<file path="src/rtl/reg_write_arbiter_if.sv">
// Requester-side bundle for reg_write_arbiter: request/lock/data in, grant and
// shared-register status out.
interface reg_write_arbiter_if #(
    parameter int N_REQ = 4,
    parameter int WIDTH = 8
);
    logic [N_REQ-1:0]       req;
    logic [N_REQ-1:0]       lock;
    logic [N_REQ*WIDTH-1:0] wdata;
    logic [N_REQ-1:0]       gnt;
    logic [WIDTH-1:0]       q;
    logic [3:0]             owner;
    logic                   locked;
    logic                   lock_timeout;
    logic [15:0]            wr_count;

    modport master (
        output req, lock, wdata,
        input  gnt, q, owner, locked, lock_timeout, wr_count
    );

    modport slave (
        input  req, lock, wdata,
        output gnt, q, owner, locked, lock_timeout, wr_count
    );
endinterface

</file>
<file path="src/rtl/reg_write_arbiter.sv">
// Round-robin write arbiter for one shared WIDTH-bit register, with a bounded
// per-requester lock that grants exclusive back-to-back writes.
module reg_write_arbiter #(
    parameter int N_REQ    = 4,
    parameter int WIDTH    = 8,
    parameter int MAX_LOCK = 8
) (
    input logic                 clk,
    input logic                 reset,
    reg_write_arbiter_if.slave  bus
);
    localparam int PW = (N_REQ > 1) ? $clog2(N_REQ) : 1;

    localparam logic [0:0] ST_IDLE   = 1'b0;
    localparam logic [0:0] ST_LOCKED = 1'b1;

    // Closest requester at or after the pointer; MSB flags that one was found.
    function automatic logic [PW:0] rr_pick(input logic [N_REQ-1:0] r,
                                            input logic [PW-1:0]    p);
        logic [PW:0]   res;
        logic [PW-1:0] ci;
        int            idx;
        res = {(PW+1){1'b0}};
        for (int k = N_REQ - 1; k >= 0; k--) begin
            idx = int'(p) + k;
            if (idx >= N_REQ) begin
                idx = idx - N_REQ;
            end else begin
                idx = idx;
            end
            ci = PW'(idx);
            if (r[ci]) begin
                res = {1'b1, ci};
            end else begin
                res = res;
            end
        end
        return res;
    endfunction

    function automatic logic [N_REQ-1:0] one_hot(input logic [PW-1:0] s);
        logic [N_REQ-1:0] oh;
        for (int i = 0; i < N_REQ; i++) begin
            oh[i] = (PW'(i) == s);
        end
        return oh;
    endfunction

    logic [0:0]       state_r, state_s;
    logic [PW-1:0]    ptr_r, ptr_s;
    logic [7:0]       lcnt_r, lcnt_s;
    logic [N_REQ-1:0] lockout_r, lockout_s;
    logic [WIDTH-1:0] q_r, q_s;
    logic [N_REQ-1:0] gnt_r, gnt_s;
    logic [3:0]       owner_r, owner_s;
    logic             locked_r;
    logic             timeout_r, timeout_s;
    logic [15:0]      wr_count_r, wr_count_s;

    logic [PW:0]      pick_s;
    logic [PW-1:0]    sel_s;
    logic [PW-1:0]    own_s;

    assign pick_s = rr_pick(bus.req, ptr_r);
    assign sel_s  = pick_s[PW-1:0];
    assign own_s  = owner_r[PW-1:0];

    // Next-state arbitration: round-robin pick in IDLE, owner-only service in LOCKED.
    always_comb begin
        state_s    = state_r;
        ptr_s      = ptr_r;
        lcnt_s     = lcnt_r;
        owner_s    = owner_r;
        q_s        = q_r;
        gnt_s      = {N_REQ{1'b0}};
        wr_count_s = wr_count_r;
        timeout_s  = 1'b0;
        // Lockout only survives while the requester keeps asking for a lock.
        lockout_s  = lockout_r & bus.lock;
        case (state_r)
            ST_IDLE: begin
                if (pick_s[PW]) begin
                    q_s        = bus.wdata[sel_s*WIDTH +: WIDTH];
                    gnt_s      = one_hot(sel_s);
                    ptr_s      = (int'(sel_s) == N_REQ - 1) ? {PW{1'b0}} : sel_s + 1'b1;
                    wr_count_s = wr_count_r + 16'd1;
                    if (bus.lock[sel_s] && !lockout_r[sel_s]) begin
                        state_s = ST_LOCKED;
                        owner_s = 4'(sel_s);
                        lcnt_s  = 8'd1;
                    end else begin
                        state_s = ST_IDLE;
                    end
                end else begin
                    gnt_s = {N_REQ{1'b0}};
                end
            end
            ST_LOCKED: begin
                if (bus.req[own_s]) begin
                    q_s        = bus.wdata[own_s*WIDTH +: WIDTH];
                    gnt_s      = one_hot(own_s);
                    wr_count_s = wr_count_r + 16'd1;
                end else begin
                    gnt_s = {N_REQ{1'b0}};
                end
                if (!bus.lock[own_s]) begin
                    state_s = ST_IDLE;
                end else if (lcnt_r == 8'(MAX_LOCK)) begin
                    state_s          = ST_IDLE;
                    timeout_s        = 1'b1;
                    lockout_s[own_s] = 1'b1;
                end else begin
                    lcnt_s = lcnt_r + 8'd1;
                end
            end
            default: begin
                state_s = ST_IDLE;
            end
        endcase
    end

    // State and output registers; a low reset at the edge wins over any request.
    always_ff @(posedge clk) begin
        if (!reset) begin
            state_r    <= ST_IDLE;
            ptr_r      <= {PW{1'b0}};
            lcnt_r     <= 8'd0;
            lockout_r  <= {N_REQ{1'b0}};
            q_r        <= {WIDTH{1'b0}};
            gnt_r      <= {N_REQ{1'b0}};
            owner_r    <= 4'd0;
            locked_r   <= 1'b0;
            timeout_r  <= 1'b0;
            wr_count_r <= 16'd0;
        end else begin
            state_r    <= state_s;
            ptr_r      <= ptr_s;
            lcnt_r     <= lcnt_s;
            lockout_r  <= lockout_s;
            q_r        <= q_s;
            gnt_r      <= gnt_s;
            owner_r    <= owner_s;
            locked_r   <= (state_s == ST_LOCKED);
            timeout_r  <= timeout_s;
            wr_count_r <= wr_count_s;
        end
    end

    assign bus.gnt          = gnt_r;
    assign bus.q            = q_r;
    assign bus.owner        = owner_r;
    assign bus.locked       = locked_r;
    assign bus.lock_timeout = timeout_r;
    assign bus.wr_count     = wr_count_r;
endmodule
</file>
<file path="src/flat_wrapper.sv">
// flat-port wrapper written by rule: the top's interface ports become plain ports
module reg_write_arbiter_flat 
#(
    parameter int N_REQ    = 4,
    parameter int WIDTH    = 8,
    parameter int MAX_LOCK = 8
)
  (clk, reset, bus_req, bus_lock, bus_wdata, bus_gnt, bus_q, bus_owner, bus_locked, bus_lock_timeout, bus_wr_count);
  reg_write_arbiter_if #(.N_REQ(N_REQ), .WIDTH(WIDTH)) bus_i ();
  input logic clk;
  input logic reset;
  input wire logic [$bits(bus_i.req)-1:0] bus_req;
  input wire logic [$bits(bus_i.lock)-1:0] bus_lock;
  input wire logic [$bits(bus_i.wdata)-1:0] bus_wdata;
  output wire logic [$bits(bus_i.gnt)-1:0] bus_gnt;
  output wire logic [$bits(bus_i.q)-1:0] bus_q;
  output wire logic [$bits(bus_i.owner)-1:0] bus_owner;
  output wire logic [$bits(bus_i.locked)-1:0] bus_locked;
  output wire logic [$bits(bus_i.lock_timeout)-1:0] bus_lock_timeout;
  output wire logic [$bits(bus_i.wr_count)-1:0] bus_wr_count;
  assign bus_i.req = bus_req;
  assign bus_i.lock = bus_lock;
  assign bus_i.wdata = bus_wdata;
  assign bus_gnt = bus_i.gnt;
  assign bus_q = bus_i.q;
  assign bus_owner = bus_i.owner;
  assign bus_locked = bus_i.locked;
  assign bus_lock_timeout = bus_i.lock_timeout;
  assign bus_wr_count = bus_i.wr_count;
  reg_write_arbiter #(.N_REQ(N_REQ), .WIDTH(WIDTH), .MAX_LOCK(MAX_LOCK)) u_core (.clk(clk), .reset(reset), .bus(bus_i));
endmodule
</file>
<file path="config.mk">
export PLATFORM = sky130hd
export DESIGN_NAME = reg_write_arbiter_flat
export DESIGN_NICKNAME = d
export VERILOG_FILES = /design/src/rtl/reg_write_arbiter_if.sv /design/src/rtl/reg_write_arbiter.sv /design/src/flat_wrapper.sv
export SDC_FILE = /design/constraint.sdc
export NUM_CORES = 1
export LEC_CHECK = 0
export CAP_MARGIN = 20
export CORE_MARGIN = 1
export CORE_UTILIZATION = 48
export CTS_BUF_LIST = sky130_fd_sc_hd__clkbuf_8
export CTS_CLUSTER_SIZE = 12
export DETAILED_ROUTE_END_ITERATION = 6
export GPL_TIMING_DRIVEN = 0
export PLACE_DENSITY = 0.82
export SKIP_LAST_GASP = 1
export SLEW_MARGIN = 20
export SYNTH_ARGS = -nofsm -noshare
export SYNTH_HDL_FRONTEND = slang
export SYNTH_SLANG_ARGS = --single-unit
</file>
<file path="constraint.sdc">
create_clock -name clk -period 2.1 [get_ports clk]
set_input_delay 0.315 -clock clk [delete_from_list [all_inputs] [get_ports clk]]
set_output_delay 0.315 -clock clk [all_outputs]
set_load 0.005 [all_outputs]
</file>
==> results of run 1 <==
-- critical path: stages, from the launching register on --
cell and delay, ns:
dfxtp_1 0.44, mux4_2 0.57, and2_1 0.32, o211ai_4 0.35
o221ai_1 0.19
-- placed cells by master, fill, tap and decap left out, types with 5 or more instances in the layout --
cell type / instances
clkdlybuf4s50_1: 69
dfxtp_1: 46
nor2_1: 31
nand2_1: 26
xor2_1: 17
mux2i_1: 17
a21oi_1: 16
nand3_1: 12
nand4_1: 9
o221ai_1: 8
inv_1: 7
ha_1: 7
clkbuf_8: 6
clkbuf_1: 5
-- what timing repair did --
action,CTS,global route
gates resized for setup,3,9
pin swaps,4,3
buffers inserted,3,0
hold buffers,0,0
endpoints found under the setup margin,8,29
-- state kept, by name, summed over array words and instances, names as in the netlist --
name	flops
u_core.bus.gnt	4
u_core.bus.owner	2
u_core.state_r	1
u_core.bus.lock_timeout	1
u_core.ptr_r	2
u_core.bus.wr_count	16
u_core.bus.q	8
u_core.lcnt_r	8
u_core.lockout_r	4
-- metal layers --
metal / vias to the layer above / part of all wire (%) / global-route usage, %
met4: 0 / 1.4 / 8.28
met5: - / 0 / 0
li1: 1115 / - / -
met2: 65 / 49 / 39.3
met1: 1042 / 44 / 28.6
met3: 11 / 5.8 / 4.97
-- stage by stage --
stage | utilization [%] | total power (W)
5_1_grt | 71.7 | 0.00309
6_report | 71.7 | 0.00292
3_3_place_gp | 67.9 | 0.00227
4_1_cts | 71.1 | 0.00292
2_1_floorplan | - | 0.00182
3_5_place_dp | 67.9 | 0.00228
-- cells by family after synthesis --
family	Yosys count	share of synthesized area [%]
xor+xnor	20	7.21
simple gates	114	25.5
compound gates	42	12.0
other cells	1	0.154
fa+ha+maj	7	3.60
buf+inv	18	3.86
mux	20	9.78
flops	46	37.9
-- worst max-delay path by stage --
stage	depth (start not counted)	from	to	slack, ns
final	4	u_core.bus.owner[1]	u_core.bus.q[6]	0.10
after global routing	4	u_core.bus.owner[1]	u_core.bus.q[4]	-0.000002
after CTS	6	bus_req[1]	u_core.bus.q[4]	0.007
after floorplan	5	u_core.bus.owner[1]	u_core.bus.q[6]	0.27
after detailed placement	7	bus_req[1]	u_core.bus.q[4]	-0.50
after global placement	8	bus_req[2]	u_core.bus.q[0]	-0.48
-- where the power goes --
group	switching, W	internal (W)	total, W
combinational	0.000589	0.000648	0.00124
clock	0.000308	0.000271	0.000579
sequential	0.000104	0.00100	0.00111
total	0.00100	0.00192	0.00292
-- area by class of cell --
type                       instances  share of cell area, %
multi-input combinational        205                   42.6
buffer                            10                   1.86
sequential                        46                   26.8
inverter                           7                  0.765
clock inverter                     2                  0.474
clock buffer                       6                   2.41
tap                               67                   2.44
timing repair buffer              76                   22.6
==> out/qor.txt, run 1 <==
status -> complete, no violations
initial antenna violation count -> 0
layout cell share with drive strength beyond 1 -> 9.94%
Hold Startpoint -> u_core.bus.q[7]
cell area after layout -> 3430 um2
antenna-violating nets left -> 0
worst vdd ir -> 0.514 mV
die height -> 73.2 um
Final Cycle Share -> 95.0%
synth top area cells -> dfxtp_1 (38%), mux2i_1 (7.0%), xor2_1 (6.1%)
Synth Warn # -> 0
clock slew at reported path FFs -> 0.09 ns
Wirelength per Cell -> 14.4 um
WP data arrival -> 2.16 ns
hold path depth -> 2
Rows -> 25
register area -> 921 um2
Congestion Overflow GR -> 0
pin count of the biggest net entering global routing -> 16
worst skew pair latency -> 0.30 ns
core area -> 4790 um2
number of hold violations in the final report -> 0
Post-synth EDFFs -> 0
Multi-input gate area -> 1460 um2
reg2reg end -> u_core.bus.q[6]
sequential area share after synthesis -> 37.9%
crit end category -> flop
dpl ws -> -0.503 ns
Placed Instances -> 409
CTS tree -> done
area grow syn2layout -> 41.2%
critical register-to-register path startpoint -> u_core.bus.owner[1]
top-count cell post-synth -> dfxtp_1
Port-buffer cells -> 73
post-route insts no fill -> 419
drt total wl -> 6040 um
area fraction of the dominant cell type after synthesis -> 37.9%
first-pass GRT wire length -> 9540 um
via count of the first global-routing pass -> 2057
Detail Placement HPWL -> 4350 um
Netlist Area Pre-Place -> 2430 um2
Clock Skew -> 0.00650 ns
R2R Setup Slk -> 0.10 ns
Die W -> 73.2 um
# diodes -> 0
via count -> 2233
vias per inst -> 5.33
minimum clock period -> 2.00 ns
worst min path class -> flop to flop
Die Area -> 5350 um2
PD cells -> 852 nW/um2
largest area contributor in the netlist -> dfxtp_1
ys async rst share -> 0%
Final WS setup -> 0.105 ns
Bufs on Longest Clock Path -> 2
Avg Inst Size Synth -> 9.07 um2
Yosys reg bits -> 46
reg2reg path depth -> 4
Slew Viols, Final -> 0
H-Tree Depth -> 2
Max-Cap Viols -> 0
placed cell area -> 3250 um2
Initial Util -> 50.8%
Hold Crit Endpoint -> u_core.bus.q[7]
IO Pins -> 76
Clock Root Buffer -> clkbuf_8
ys flop type -> dfxtp_1
maximum fanout along the worst path -> 8
total track usage -> 23.1%
Gate Count Post-Synth -> 268
Layout fillers -> 390
Leak Pwr -> 1.28 nW
critical path class -> flop to flop
fmax -> 0.501 GHz
Clock Sink Count -> 46
gpl congestion -> 0.793
# DRC -> 0
router iterations before antenna repair -> 5
hold slack -> 0.466 ns
crit start category -> flop
final setup TNS -> 0 ns
Critical Path RT -> 2.27 ns
1st-iter DRT viols -> 108
Final Setup Violations -> 0
RSZ-0062 raised after global routing -> true
Distinct cells, synth -> 47
Final nets -> 400
list of most frequent post-synthesis cells -> dfxtp_1 (46), nor2_1 (32), nand2_1 (26)
CTS Buf Count -> 5
Note: power is estimated with default switching activity, not from simulation.
==> run 2, diff against run 1 <==
PLACE_DENSITY = 0.8   (was 0.82)
==> run 2 against run 1 <==
  * Global-route usage up 0.054 points
  * Sequential power is essentially flat
  * Critical path depth is the same
  * Setup slack better by 0.022 ns
  * Largest cell class unchanged
  * Core utilization rose by 0.52 points
  * Sequential share of layout area down 0.19 points
  * Cell area up 0.73%
  * Non-clock buffer count is 2 higher
==> out/qor.txt, run 2 (synthesis gave the netlist of run 1 again) <==
Clock Root Buffer -> clkbuf_8 (unchanged)
Rows -> 25 (unchanged)
worst min path class -> flop to flop (unchanged)
critical path class -> flop to flop (unchanged)
die height -> 73.2 um (unchanged)
PD cells -> 881 nW/um2 (was 852 nW/um2)
clock slew at reported path FFs -> 0.09 ns (about the same)
worst vdd ir -> 0.582 mV (was 0.514 mV)
number of hold violations in the final report -> 0 (unchanged)
status -> complete, no violations (unchanged)
router iterations before antenna repair -> 4 (was 5)
Clock Skew -> 0.00483 ns (was 0.00650 ns)
IO Pins -> 76 (unchanged)
Final Setup Violations -> 0 (unchanged)
Leak Pwr -> 1.29 nW (was 1.28 nW)
WP data arrival -> 2.14 ns (was 2.16 ns)
crit start category -> flop (unchanged)
drt total wl -> 6140 um (was 6040 um)
# diodes -> 0 (unchanged)
hold slack -> 0.468 ns (was 0.466 ns)
minimum clock period -> 1.97 ns (was 2.00 ns)
worst skew pair latency -> 0.30 ns (about the same)
Die Area -> 5350 um2 (unchanged)
Port-buffer cells -> 73 (unchanged)
Detail Placement HPWL -> 4520 um (was 4350 um)
max FFs per register -> 16 (unchanged)
layout cell share with drive strength beyond 1 -> 9.89% (was 9.94%)
Bufs on Longest Clock Path -> 2 (unchanged)
via count of the first global-routing pass -> 2000 (was 2057)
pin count of the biggest net entering global routing -> 15 (was 16)
Congestion Overflow GR -> 0 (unchanged)
Max-Cap Viols -> 0 (unchanged)
maximum fanout along the worst path -> 8 (unchanged)
first-pass GRT wire length -> 9490 um (was 9540 um)
commonest non-fill, non-tap cell in the layout -> clkdlybuf4s50_1 (unchanged)
core area -> 4790 um2 (unchanged)
Layout fillers -> 374 (was 390)
total track usage -> 23.1% (about the same)
Post-CTS Hold Buffers -> 0 (unchanged)
Wirelength per Cell -> 14.6 um (was 14.4 um)
antenna-violating nets left -> 0 (unchanged)
reg2reg path depth -> 4 (unchanged)
Final WS setup -> 0.126 ns (was 0.105 ns)
Critical Path RT -> 2.27 ns (about the same)
CTS tree -> done (unchanged)
hold path depth -> 2 (unchanged)
Clock Sink Count -> 46 (unchanged)
dpl ws -> -0.500 ns (was -0.503 ns)
Final Cycle Share -> 94.0% (was 95.0%)
RSZ-0062 raised after global routing -> false (was true)
fmax -> 0.507 GHz (was 0.501 GHz)
gpl congestion -> 0.843 (was 0.793)
Slew Viols, Final -> 0 (unchanged)
area grow syn2layout -> 42.3% (was 41.2%)
Initial Util -> 50.8% (unchanged)
Final nets -> 402 (was 400)
CTS Buf Count -> 5 (unchanged)
1st-iter DRT viols -> 93 (was 108)
crit end category -> flop (unchanged)
Die W -> 73.2 um (unchanged)
vias per inst -> 5.32 (was 5.33)
via count -> 2238 (was 2233)
# DRC -> 0 (unchanged)
most frequent cells in the layout -> clkdlybuf4s50_1 (69), dfxtp_1 (46), nor2_1 (32) (was clkdlybuf4s50_1 (69), dfxtp_1 (46), nor2_1 (31))
H-Tree Depth -> 2 (unchanged)
initial antenna violation count -> 0 (unchanged)
Core Util, Final -> 72.3% (was 71.7%)
## run 2: cell types whose count changed in the layout (fill, tap and decap cells not counted), sizes merged
cell,previous run,this run
buf,8,10
dlygate4sd2,0,2
dlymetal6s2s,4,2
bufinv,0,1
clkbuf,11,10
## run 2: path summary, 6_finish.rpt
path                     endpoint                start  slack [ns]
hold / removal    u_core.bus.q[6]      u_core.bus.q[6]        0.47
setup / recovery  u_core.bus.q[6]  u_core.bus.owner[1]        0.13
setup reg to reg  u_core.bus.q[6]  u_core.bus.owner[1]        0.13
hold reg to reg   u_core.bus.q[6]      u_core.bus.q[6]        0.47
## run 2: cell type report
class	count	area, um2	share of cell area (%)
buffer	10	63.8	1.85
clock buffer	5	68.8	1.99
clock inverter	3	41.3	1.19
inverter	7	26.3	0.760
multi-input combinational	205	1460	42.1
sequential	46	921	26.6
tap	67	83.8	2.42
timing repair buffer	78	796	23.0
## run 2: what timing repair did
item                       4_1_cts  5_1_grt
cloned                           0        0
setup endpoints to repair        8       17
resized for setup                5        6
setup buffers                    2        3
pin swaps                        5        4
## run 2: critical path, cell delays in order (launching register included)
cell      delay [ns]
dfxtp_1         0.42
mux4_2          0.57
and2_1          0.31
o211ai_4        0.37
o221ai_1        0.17
## run 2: layer usage
metal | part of all wire, % | up-vias | track usage, %
met5 | 0 | - | 0
li1 | - | 1116 | -
met1 | 45 | 1070 | 29.7
met3 | 4.5 | 4 | 4.56
met4 | 0.86 | 0 | 7.63
met2 | 49 | 48 | 38.8
## run 2: report_power, final
part           switching [W]  internal (W)  total (W)
logic               0.000595      0.000682    0.00128
registers           0.000107       0.00101    0.00111
clock network       0.000308      0.000351   0.000658
total                0.00101       0.00204    0.00305
## run 2: through the flow
stage          cells  instance area, um2  setup TNS (ns)  power, W
2_1_floorplan    269                2430               0   0.00182
3_3_place_gp     409                3250           -8.42   0.00226
3_5_place_dp     409                3250           -9.13   0.00229
4_1_cts          418                3420               0   0.00302
5_1_grt          421                3460               0   0.00320
6_report         421                3460               0   0.00305
